--- src/rtl/dpram_pkg.sv ---
// Shared sizing constants for the FIFO dual-port RAM read-side controller.
package dpram_pkg;

    localparam int DATESIZE  = 8;
    localparam int ADDRSIZE  = 4;
    localparam int DEPTH     = 1 << ADDRSIZE;
    localparam int OUT_DEPTH = 2;
    localparam int PTR_W     = ADDRSIZE + 1;

endpackage

--- src/rtl/dpram_rd_ctrl_if.sv ---
// Pointer, RAM port B and output stream signals of the read controller.
// Optional rd_level signal is present when DPRAM_RD_LEVEL_EN is defined.
interface dpram_rd_ctrl_if #(
    parameter int DATESIZE = dpram_pkg::DATESIZE,
    parameter int ADDRSIZE = dpram_pkg::ADDRSIZE
);

    logic [ADDRSIZE:0]   wr_ptr;
    logic [ADDRSIZE:0]   rd_ptr;
    logic                ram_en;
    logic [ADDRSIZE-1:0] ram_addr;
    logic [DATESIZE-1:0] ram_dout;
    logic                m_valid;
    logic                m_ready;
    logic [DATESIZE-1:0] m_data;
`ifdef DPRAM_RD_LEVEL_EN
    logic [ADDRSIZE+1:0] rd_level;
`endif

    // master: the read controller; slave: writer, RAM and downstream sink.
    modport master (
        input  wr_ptr, ram_dout, m_ready,
        output rd_ptr, ram_en, ram_addr, m_valid, m_data
`ifdef DPRAM_RD_LEVEL_EN
        , output rd_level
`endif
    );

    modport slave (
        output wr_ptr, ram_dout, m_ready,
        input  rd_ptr, ram_en, ram_addr, m_valid, m_data
`ifdef DPRAM_RD_LEVEL_EN
        , input rd_level
`endif
    );

endinterface

--- src/rtl/rd_out_buf.sv ---
// Two-entry push/pop register buffer; slot0 is always the head word.
module rd_out_buf #(
    parameter int DATESIZE = dpram_pkg::DATESIZE
) (
    input  logic                clk,
    input  logic                rst,
    input  logic                push_i,
    input  logic [DATESIZE-1:0] push_data_i,
    input  logic                pop_i,
    output logic [1:0]          count_o,
    output logic                valid_o,
    output logic [DATESIZE-1:0] head_o
);

    logic [DATESIZE-1:0] slot0_q, slot0_d;
    logic [DATESIZE-1:0] slot1_q, slot1_d;
    logic [1:0]          cnt_q, cnt_d;

    always_comb begin
        // NOTE: every next-state value gets a default first so no latch is inferred.
        slot0_d = slot0_q;
        slot1_d = slot1_q;
        cnt_d   = cnt_q;
        case ({push_i, pop_i})
            2'b10: begin
                if (cnt_q == 2'd0) slot0_d = push_data_i;
                else               slot1_d = push_data_i;
                cnt_d = cnt_q + 2'd1;
            end
            2'b01: begin
                slot0_d = slot1_q;
                cnt_d   = cnt_q - 2'd1;
            end
            2'b11: begin
                if (cnt_q == 2'd1) begin
                    slot0_d = push_data_i;
                end else begin
                    slot0_d = slot1_q;
                    slot1_d = push_data_i;
                end
            end
            default: ;
        endcase
    end

    always_ff @(posedge clk) begin
        if (rst) begin
            cnt_q   <= 2'd0;
            // NOTE: the two data slots are reset too, so m_data reads 0 out of reset.
            slot0_q <= '0;
            slot1_q <= '0;
        end else begin
            // NOTE: non-blocking assignments for all registered state.
            cnt_q   <= cnt_d;
            slot0_q <= slot0_d;
            slot1_q <= slot1_d;
        end
    end

    assign count_o = cnt_q;
    assign valid_o = (cnt_q != 2'd0);
    assign head_o  = slot0_q;

endmodule

--- src/rtl/dpram_rd_ctrl.sv ---
// Read-side controller for the FIFO dual-port RAM with a first-word-fall-through output.
// Define DPRAM_RD_LEVEL_EN to add the registered rd_level occupancy output.
module dpram_rd_ctrl #(
    parameter int DATESIZE = dpram_pkg::DATESIZE,
    parameter int ADDRSIZE = dpram_pkg::ADDRSIZE
) (
    input  logic            clk,
    input  logic            rst,
    dpram_rd_ctrl_if.master bus
);

    import dpram_pkg::*;

    localparam int PW = ADDRSIZE + 1;

    logic [PW-1:0]       rd_ptr_q, rd_ptr_d;
    logic                inflight_q, inflight_d;
    logic [PW-1:0]       avail;
    logic [2:0]          occ;
    logic                pop;
    logic                issue;
    logic [1:0]          buf_cnt;
    logic                buf_valid;
    logic [DATESIZE-1:0] buf_head;

    // A read is only issued when the word has a guaranteed slot once it lands,
    // counting the slot freed by a pop in this same cycle.
    always_comb begin
        avail      = bus.wr_ptr - rd_ptr_q;
        pop        = buf_valid & bus.m_ready;
        occ        = {1'b0, buf_cnt} + {2'b00, inflight_q} - {2'b00, pop};
        issue      = (avail != '0) && (occ < 3'(OUT_DEPTH));
        rd_ptr_d   = rd_ptr_q + PW'(issue);
        inflight_d = issue;
    end

    always_ff @(posedge clk) begin
        if (rst) begin
            rd_ptr_q   <= '0;
            inflight_q <= 1'b0;
        end else begin
            rd_ptr_q   <= rd_ptr_d;
            inflight_q <= inflight_d;
        end
    end

    rd_out_buf #(
        .DATESIZE(DATESIZE)
    ) u_out_buf (
        .clk        (clk),
        .rst        (rst),
        .push_i     (inflight_q),
        .push_data_i(bus.ram_dout),
        .pop_i      (pop),
        .count_o    (buf_cnt),
        .valid_o    (buf_valid),
        .head_o     (buf_head)
    );

    assign bus.rd_ptr   = rd_ptr_q;
    assign bus.ram_en   = issue;
    assign bus.ram_addr = rd_ptr_q[ADDRSIZE-1:0];
    assign bus.m_valid  = buf_valid;
    assign bus.m_data   = buf_head;

`ifdef DPRAM_RD_LEVEL_EN
    localparam int LW = ADDRSIZE + 2;

    logic [LW-1:0] level_q, level_d;

    // Words not yet delivered: still in RAM, in flight, or buffered.
    always_comb begin
        level_d = LW'(avail) + LW'(inflight_q) + LW'(buf_cnt);
    end

    always_ff @(posedge clk) begin
        if (rst) level_q <= '0;
        else     level_q <= level_d;
    end

    assign bus.rd_level = level_q;
`endif

endmodule
--- src/flat_wrapper.sv ---
// flat-port wrapper written by rule: the top's interface ports become plain ports
module dpram_rd_ctrl_flat import dpram_pkg::*;
#(
    parameter int DATESIZE = dpram_pkg::DATESIZE,
    parameter int ADDRSIZE = dpram_pkg::ADDRSIZE
)
  (clk, rst, bus_wr_ptr, bus_ram_dout, bus_m_ready, bus_rd_ptr, bus_ram_en, bus_ram_addr, bus_m_valid, bus_m_data);
  dpram_rd_ctrl_if #(.DATESIZE(DATESIZE), .ADDRSIZE(ADDRSIZE)) bus_i ();
  input  logic clk;
  input  logic rst;
  input wire logic [$bits(bus_i.wr_ptr)-1:0] bus_wr_ptr;
  input wire logic [$bits(bus_i.ram_dout)-1:0] bus_ram_dout;
  input wire logic [$bits(bus_i.m_ready)-1:0] bus_m_ready;
  output wire logic [$bits(bus_i.rd_ptr)-1:0] bus_rd_ptr;
  output wire logic [$bits(bus_i.ram_en)-1:0] bus_ram_en;
  output wire logic [$bits(bus_i.ram_addr)-1:0] bus_ram_addr;
  output wire logic [$bits(bus_i.m_valid)-1:0] bus_m_valid;
  output wire logic [$bits(bus_i.m_data)-1:0] bus_m_data;
  assign bus_i.wr_ptr = bus_wr_ptr;
  assign bus_i.ram_dout = bus_ram_dout;
  assign bus_i.m_ready = bus_m_ready;
  assign bus_rd_ptr = bus_i.rd_ptr;
  assign bus_ram_en = bus_i.ram_en;
  assign bus_ram_addr = bus_i.ram_addr;
  assign bus_m_valid = bus_i.m_valid;
  assign bus_m_data = bus_i.m_data;
  dpram_rd_ctrl #(.DATESIZE(DATESIZE), .ADDRSIZE(ADDRSIZE)) u_core (.clk(clk), .rst(rst), .bus(bus_i));
endmodule
--- config.mk ---
export PLATFORM = sky130hd
export DESIGN_NAME = dpram_rd_ctrl_flat
export DESIGN_NICKNAME = d
export VERILOG_FILES = /design/src/rtl/dpram_pkg.sv /design/src/rtl/dpram_rd_ctrl_if.sv /design/src/rtl/rd_out_buf.sv /design/src/rtl/dpram_rd_ctrl.sv /design/src/flat_wrapper.sv
export SDC_FILE = /design/constraint.sdc
export NUM_CORES = 1
export LEC_CHECK = 0
export ABC_CLOCK_PERIOD_IN_PS = 3100
export CAP_MARGIN = 20
export CORE_MARGIN = 10
export CORE_UTILIZATION = 46
export DETAILED_ROUTE_END_ITERATION = 10
export GPL_TIMING_DRIVEN = 0
export PLACE_DENSITY = 0.87
export SETUP_SLACK_MARGIN = 0.2
export SLEW_MARGIN = 20
export SYNTH_ARGS = -nofsm -noshare
export SYNTH_HDL_FRONTEND = slang
export SYNTH_SLANG_ARGS = --single-unit
--- constraint.sdc ---
create_clock -name clk -period 3.1 [get_ports clk]
set_input_delay 0.31 -clock clk [delete_from_list [all_inputs] [get_ports clk]]
set_output_delay 0.31 -clock clk [all_outputs]
set_load 0.005 [all_outputs]
======== Yosys cells after proc, flatten, opt, wreduce, memory -nomap -nowiden ========
Index checks and enable logic that the tools add are counted.
word-level totals
  flip-flop bits (word level) ............. 24
  input port bits ......................... 16
  output and inout bits ................... 19
  logic and storage cells ................. 36
cells by class
  add/sub/neg operators ................... 6
  magnitude comparators ................... 1
  eq/ne operators ......................... 7
  mux-type cells .......................... 7
  bitwise gates (word level) .............. 1
  reductions and logical operators ........ 9
operators by type and width
  operator                                                                       count
  8-bit 2-to-1 mux                                                               4
  8-bit one-hot mux with 3 select lines                                          1
  8-bit one-hot mux with 2 select lines                                          1
  2-bit inequality test (second input constant)                                  3
  2-bit nonzero test                                                             3
  5-bit by 1-bit adder with 5-bit output                                         1
  5-bit nonzero test                                                             1
  5-bit subtractor                                                               1
  2-bit by 1-bit == test with 1-bit output (second input constant)               2
  2-bit == test (second input constant)                                          2
  2-bit one-hot mux with 2 select lines                                          1
  2-bit by 1-bit adder with 3-bit output                                         1
  3-bit by 2-bit less-than comparator with 1-bit output (second input constant)  1
  3-bit AND reduction                                                            1
  3-bit nonzero test                                                             1
  3-bit by 1-bit subtractor with 3-bit output                                    1
  2-bit by 1-bit adder with 2-bit output (second input constant)                 1
  2-bit logical NOT                                                              1
  2-bit AND reduction                                                            1
  2-bit by 1-bit subtractor with 2-bit output (second input constant)            1
  1-bit bitwise AND                                                              1
  1-bit logical AND                                                              1

======== Longest topological paths before layout ========
Gate-level depths: netlist of the first run.
  depth in word-level cells ............... 6
  depth in mapped cells ................... 14
  depth with buffers taken out ............ 14

======== By module ========
From an unflattened synthesis of the first run, not the netlist that was laid out.
second synthesis, totals
  cell total of the unflattened synthesis .. 134
  area total of the unflattened synthesis .. 1261.2 um2
by module, submodules not included
  module         times used  cells an instance  area an instance (um2)  sequential area each (um2)
  rd_out_buf     1           86                 822.0                   360.3
  dpram_rd_ctrl  1           48                 439.2                   120.1

======== Worst setup path before layout of the first run ========
OpenSTA, ideal clock, no wires.
  path kind ............................... register to register
  from .................................... reg u_core.u_out_buf.cnt_q[1], in the netlist u_core.u_out_buf.count_o[1]
  to ...................................... reg u_core.rd_ptr_q[4], in the netlist u_core.bus.rd_ptr[4]
  setup time .............................. 0.128 ns
  data arrival time ....................... 2.713 ns
  slack ................................... 0.259 ns
  stages on the path, launching flop included .. 15
  buffers on the path ..................... 0
  path through ............................ dfxtp_1 > inv_1 > ha_1 > nor2b_2 > ha_1 > nand2b_1 > fa_1 > xnor2_1 > nand2_1 > nor2_1 > ha_1 > ha_1 > nand3_1 > xor2_1 > nor2_1
between the ends
  word-level cells in the longest chain between the ends .. 6
  elaborated cells on any way between the ends .. 7
RTL lines
  element                                                                                         line                 RTL
  start, declared                                                                                 rd_out_buf.sv:17     logic [1:0] cnt_q, cnt_d;
  start signal, assigned                                                                          rd_out_buf.sv:54     cnt_q <= cnt_d;
  parallel branches: the longest is 2 deep, another holds 2-bit by 1-bit adder with 3-bit output  -
  3-bit by 1-bit subtractor with 3-bit output *                                                   dpram_rd_ctrl.sv:31  occ = {1'b0, buf_cnt} + {2'b00, inflight_q} - {2'b00, pop};
  3-bit by 2-bit less-than comparator with 1-bit output *                                         dpram_rd_ctrl.sv:32  issue = (avail != '0) && (occ < 3'(OUT_DEPTH));
  1-bit logical AND *                                                                             dpram_rd_ctrl.sv:32
  via bus_ram_en                                                                                  flat_wrapper.sv:15   output wire logic [$bits(bus_i.ram_en)-1:0] bus_ram_en;
  5-bit by 1-bit adder with 5-bit output *                                                        dpram_rd_ctrl.sv:33  rd_ptr_d = rd_ptr_q + PW'(issue);
  end signal, assigned                                                                            dpram_rd_ctrl.sv:42  rd_ptr_q <= rd_ptr_d;
  end, declared                                                                                   dpram_rd_ctrl.sv:16  logic [PW-1:0] rd_ptr_q, rd_ptr_d;
Mark *: on every way through the listed nets, which the timed path passes.
A chain may end at the register's enable or synchronous reset.

======== Worst setup path after layout of the first run ========
  from .................................... reg u_core.u_out_buf.cnt_q[1], in the netlist u_core.u_out_buf.count_o[1]
  to ...................................... out bus_ram_en
between the ends
  word-level cells in the longest chain between the ends .. 5
  elaborated cells on any way between the ends .. 6
RTL lines
  element                                                                                         line
  parallel branches: the longest is 2 deep, another holds 2-bit by 1-bit adder with 3-bit output  -
  3-bit by 1-bit subtractor with 3-bit output *                                                   dpram_rd_ctrl.sv:31
  3-bit by 2-bit less-than comparator with 1-bit output *                                         dpram_rd_ctrl.sv:32
  1-bit logical AND *                                                                             dpram_rd_ctrl.sv:32
  end, declared                                                                                   flat_wrapper.sv:15
Every way passes the cells marked *.

==> results of run 1 <==
## logic make-up after synthesis
group	Yosys count	synth area share, %
buffers and inverters	16	6.13
adder cells (fa/ha/maj)	12	12.9
flip-flops	24	39.2
multiplexers	8	6.54
AND/OR/NAND/NOR	45	17.4
AO/OA/AOI/OAI	14	10.7
XOR/XNOR	10	7.15
## cell usage after synthesis (2+ instances only)
library cell   n
ha_1          11
buf_4          4
a21o_1         2
mux2i_1        8
a221oi_1       8
nor2_1        23
nand2_1        3
xor2_1         3
dfxtp_1       24
nand3_1        2
inv_1         10
nor3_1         9
clkbuf_1       2
xnor2_1        7
nor2b_1        3
## flip-flops by register name (all words and copies together), names as in the netlist
| name | cells |
|---|---|
| u_core.inflight_q | 1 |
| u_core.u_out_buf.count_o | 2 |
| u_core.u_out_buf.head_o | 8 |
| u_core.u_out_buf.slot1_q | 8 |
| u_core.bus.rd_ptr | 5 |
## where the power goes
| group | internal (mW) | switching [mW] | leakage, nW |
|---|---|---|---|
| combinational | 0.435 | 0.363 | 0.500 |
| clock | 0.0721 | 0.0988 | 0.0210 |
| sequential | 0.415 | 0.0705 | 0.198 |
## path summary, 6_finish.rpt
path / start / end / slack (ns) / depth (start not counted)
min reg2reg: u_core.u_out_buf.head_o[2] / u_core.u_out_buf.head_o[2] / 0.50 / 2
max reg2reg: u_core.u_out_buf.count_o[1] / u_core.bus.rd_ptr[4] / 0.37 / 14
max: u_core.u_out_buf.count_o[1] / bus_ram_en / 0.34 / 10
min: u_core.u_out_buf.head_o[2] / u_core.u_out_buf.head_o[2] / 0.50 / 2
## final cells by class
type	count	area [µm²]
clock buffers	4	36.3
well taps	30	37.5
fillers	201	803
repair buffers	37	363
flip-flops and latches	24	483
inverters	10	37.5
plain buffers	6	37.5
multi-input cells	89	702
## through the flow
step / cells / instance area [µm²] / hold slack [ns]
4_1_cts: 200 / 1700 / 0.506
3_3_place_gp: 193 / 1600 / 0.475
2_1_floorplan: 129 / 1220 / 0.382
5_1_grt: 200 / 1700 / 0.530
6_report: 200 / 1700 / 0.500
3_5_place_dp: 193 / 1600 / 0.482
## tightest hold or removal path: cells and delay by family (launching register included)
family | cells | cell delay [ns]
DFF | 1 | 0.33
and+or+nand+nor | 2 | 0.13
## repair_timing
action / CTS / global route
pin swaps: 0 / 1
buffers inserted: 3 / 0
hold endpoints to repair: 0 / 0
gates resized for setup: 8 / 1
setup endpoints to repair: 5 / 2
cloned: 0 / 0
## per-layer routing
layer	track usage [%]	wire length (µm)	vias to the layer above
met4	6.02	75	0
met2	19.5	1340	49
li1	-	-	518
met3	5.92	362	7
met5	0	0	-
met1	12.0	1250	500
## layout by cell type (no fill, tap or decap)
master / Yosys / layout
nor2b_1: 3 / 3
xor2_1: 3 / 3
a21oi_2: 1 / 1
nor2b_4: 0 / 1
ha_1: 11 / 9
a221oi_1: 8 / 8
xnor2_1: 7 / 7
buf_4: 4 / 7
nand2_1: 3 / 3
a211oi_1: 1 / 1
nor2_2: 0 / 1
dfxtp_2: 0 / 2
nand2b_1: 1 / 1
inv_1: 10 / 10
fa_1: 1 / 1
nor4_2: 1 / 1
mux2i_1: 8 / 8
nor2_1: 23 / 22
nand2_2: 1 / 1
clkbuf_4: 0 / 3
a21o_1: 2 / 2
clkdlybuf4s50_1: 0 / 33
dfxtp_1: 24 / 22
clkbuf_1: 2 / 2
ha_4: 0 / 2
clkbuf_8: 0 / 1
nor3b_1: 1 / 1
o21ai_2: 1 / 1
nor3_1: 9 / 9
nand3_1: 2 / 2
clkdlybuf4s15_1: 0 / 1
o211ai_4: 1 / 1
==> metrics.txt, run 1 <==
# hold bufs at CTS=0; Syn Nets=between 150 and 200; first-pass GRT wire length=slightly below 5 mm; ant diodes=0; Total Power=roughly 1.5 mW; slowest cell on the critical path=fa_1; DRT iter0 DRCs=38; CP max stage delay=~0.38 ns; H-tree depth=1; actual slew at the worst max-slew pin=around 0.48 ns; area leader, netlist=dfxtp_1; setup skew after layout=between 0.01 and 0.015 ns; worst setup margin=around 0.34 ns; critical path class=register to primary output; final core utilization=67.9%; Post-synth EDFFs=0; CTS tree=yes; Pwr Density=~860 nW/µm²; Mean Syn Cell Area=around 9.5 µm²; Final period util=roughly nine tenths; die height=a little over 70 µm; Crit path max-delay family=adder cells; CP most frequent cell=ha_4; worst rel slew slack=between 60% and 70%; async set or reset register ratio after synthesis=0%; total CTS buffers=3; clk sinks=24; IO Port Bufs=34; DR WL/cell=about 15 µm; status=finished clean; register area share after synthesis=between 30% and 40%; TNS Setup=0 ns; clock latency on the worst-skew pair=between 0.3 and 0.4 ns; maximum clock frequency=about 360 MHz; max-cap violations=0; initial antenna violation count=0; I/O pin count=35; share of post-route cells with drive strength above 1=about an eighth; GRT Total Usage=a little under an eighth; Vias per Instance=approximately 5.4; CP bufs+invs=2; hpwl dp=around 2.2 mm; Hold Vio Cnt, Final=0; Area contributors post-synth=dfxtp_1, ha_1, nor2_1, mux2i_1, a221oi_1; Primary FF master, synth=dfxtp_1; Synth-to-Final Area Change=38.5%; WL final=approximately 3 mm; Post-Syn Area=roughly 1200 µm²; worst-case clock buffer depth=2; Clock Tree Root=clkbuf_4; die area=around 5000 µm²; nets=just under 200; Slew Limit Fails=0; Final GP Congestion=0.798; number of synthesized register bits=24; num rows=18; Synth top area share=between 30 and 40%; endpoints failing setup=0; grt total ovfl=0; Setup crit start kind=register; core area=between 2000 and 2500 µm²; DP Worst Slack=-0.0440 ns; worst-path fanout max=5; die width=approximately 70 µm; Pre-antenna DRT Iters=6; Req. time, crit path=between 2 and 3 ns; CP arrival=2.45 ns; Leak=~0.72 nW; Syn. warnings=0; Tmin final=about 2.8 ns; Residual DRC=0; vias in the first global route=approximately 1,100; Netlist cell types=25; Worst setup EP type=primary output; Vias=about 1,100; unrepaired setup endpoints after global routing=no; min-delay worst type=register to register; Mapped Cells=around 130; CP Cell Sequence=inv_1 -> ha_4 -> nor2b_4 -> ha_4 -> nand2b_1 -> fa_1 -> xnor2_1 -> nand2_1 -> nor2_2 -> clkdlybuf4s15_1; CTS clk-pin slew, worst paths=0.14 ns; worst vdd ir=just over 0.6 mV; largest net degree at the start of global routing=14; Initial Util=roughly 49%; antenna-violating nets left=0
Note: power is estimated with default switching activity, not from simulation.
==> run 2: changes to the inputs <==
Settings changed: CAP_MARGIN 20 to unset.
==> results of run 2 <==
Final layout, timing and power as in run 1 (identical DEF).
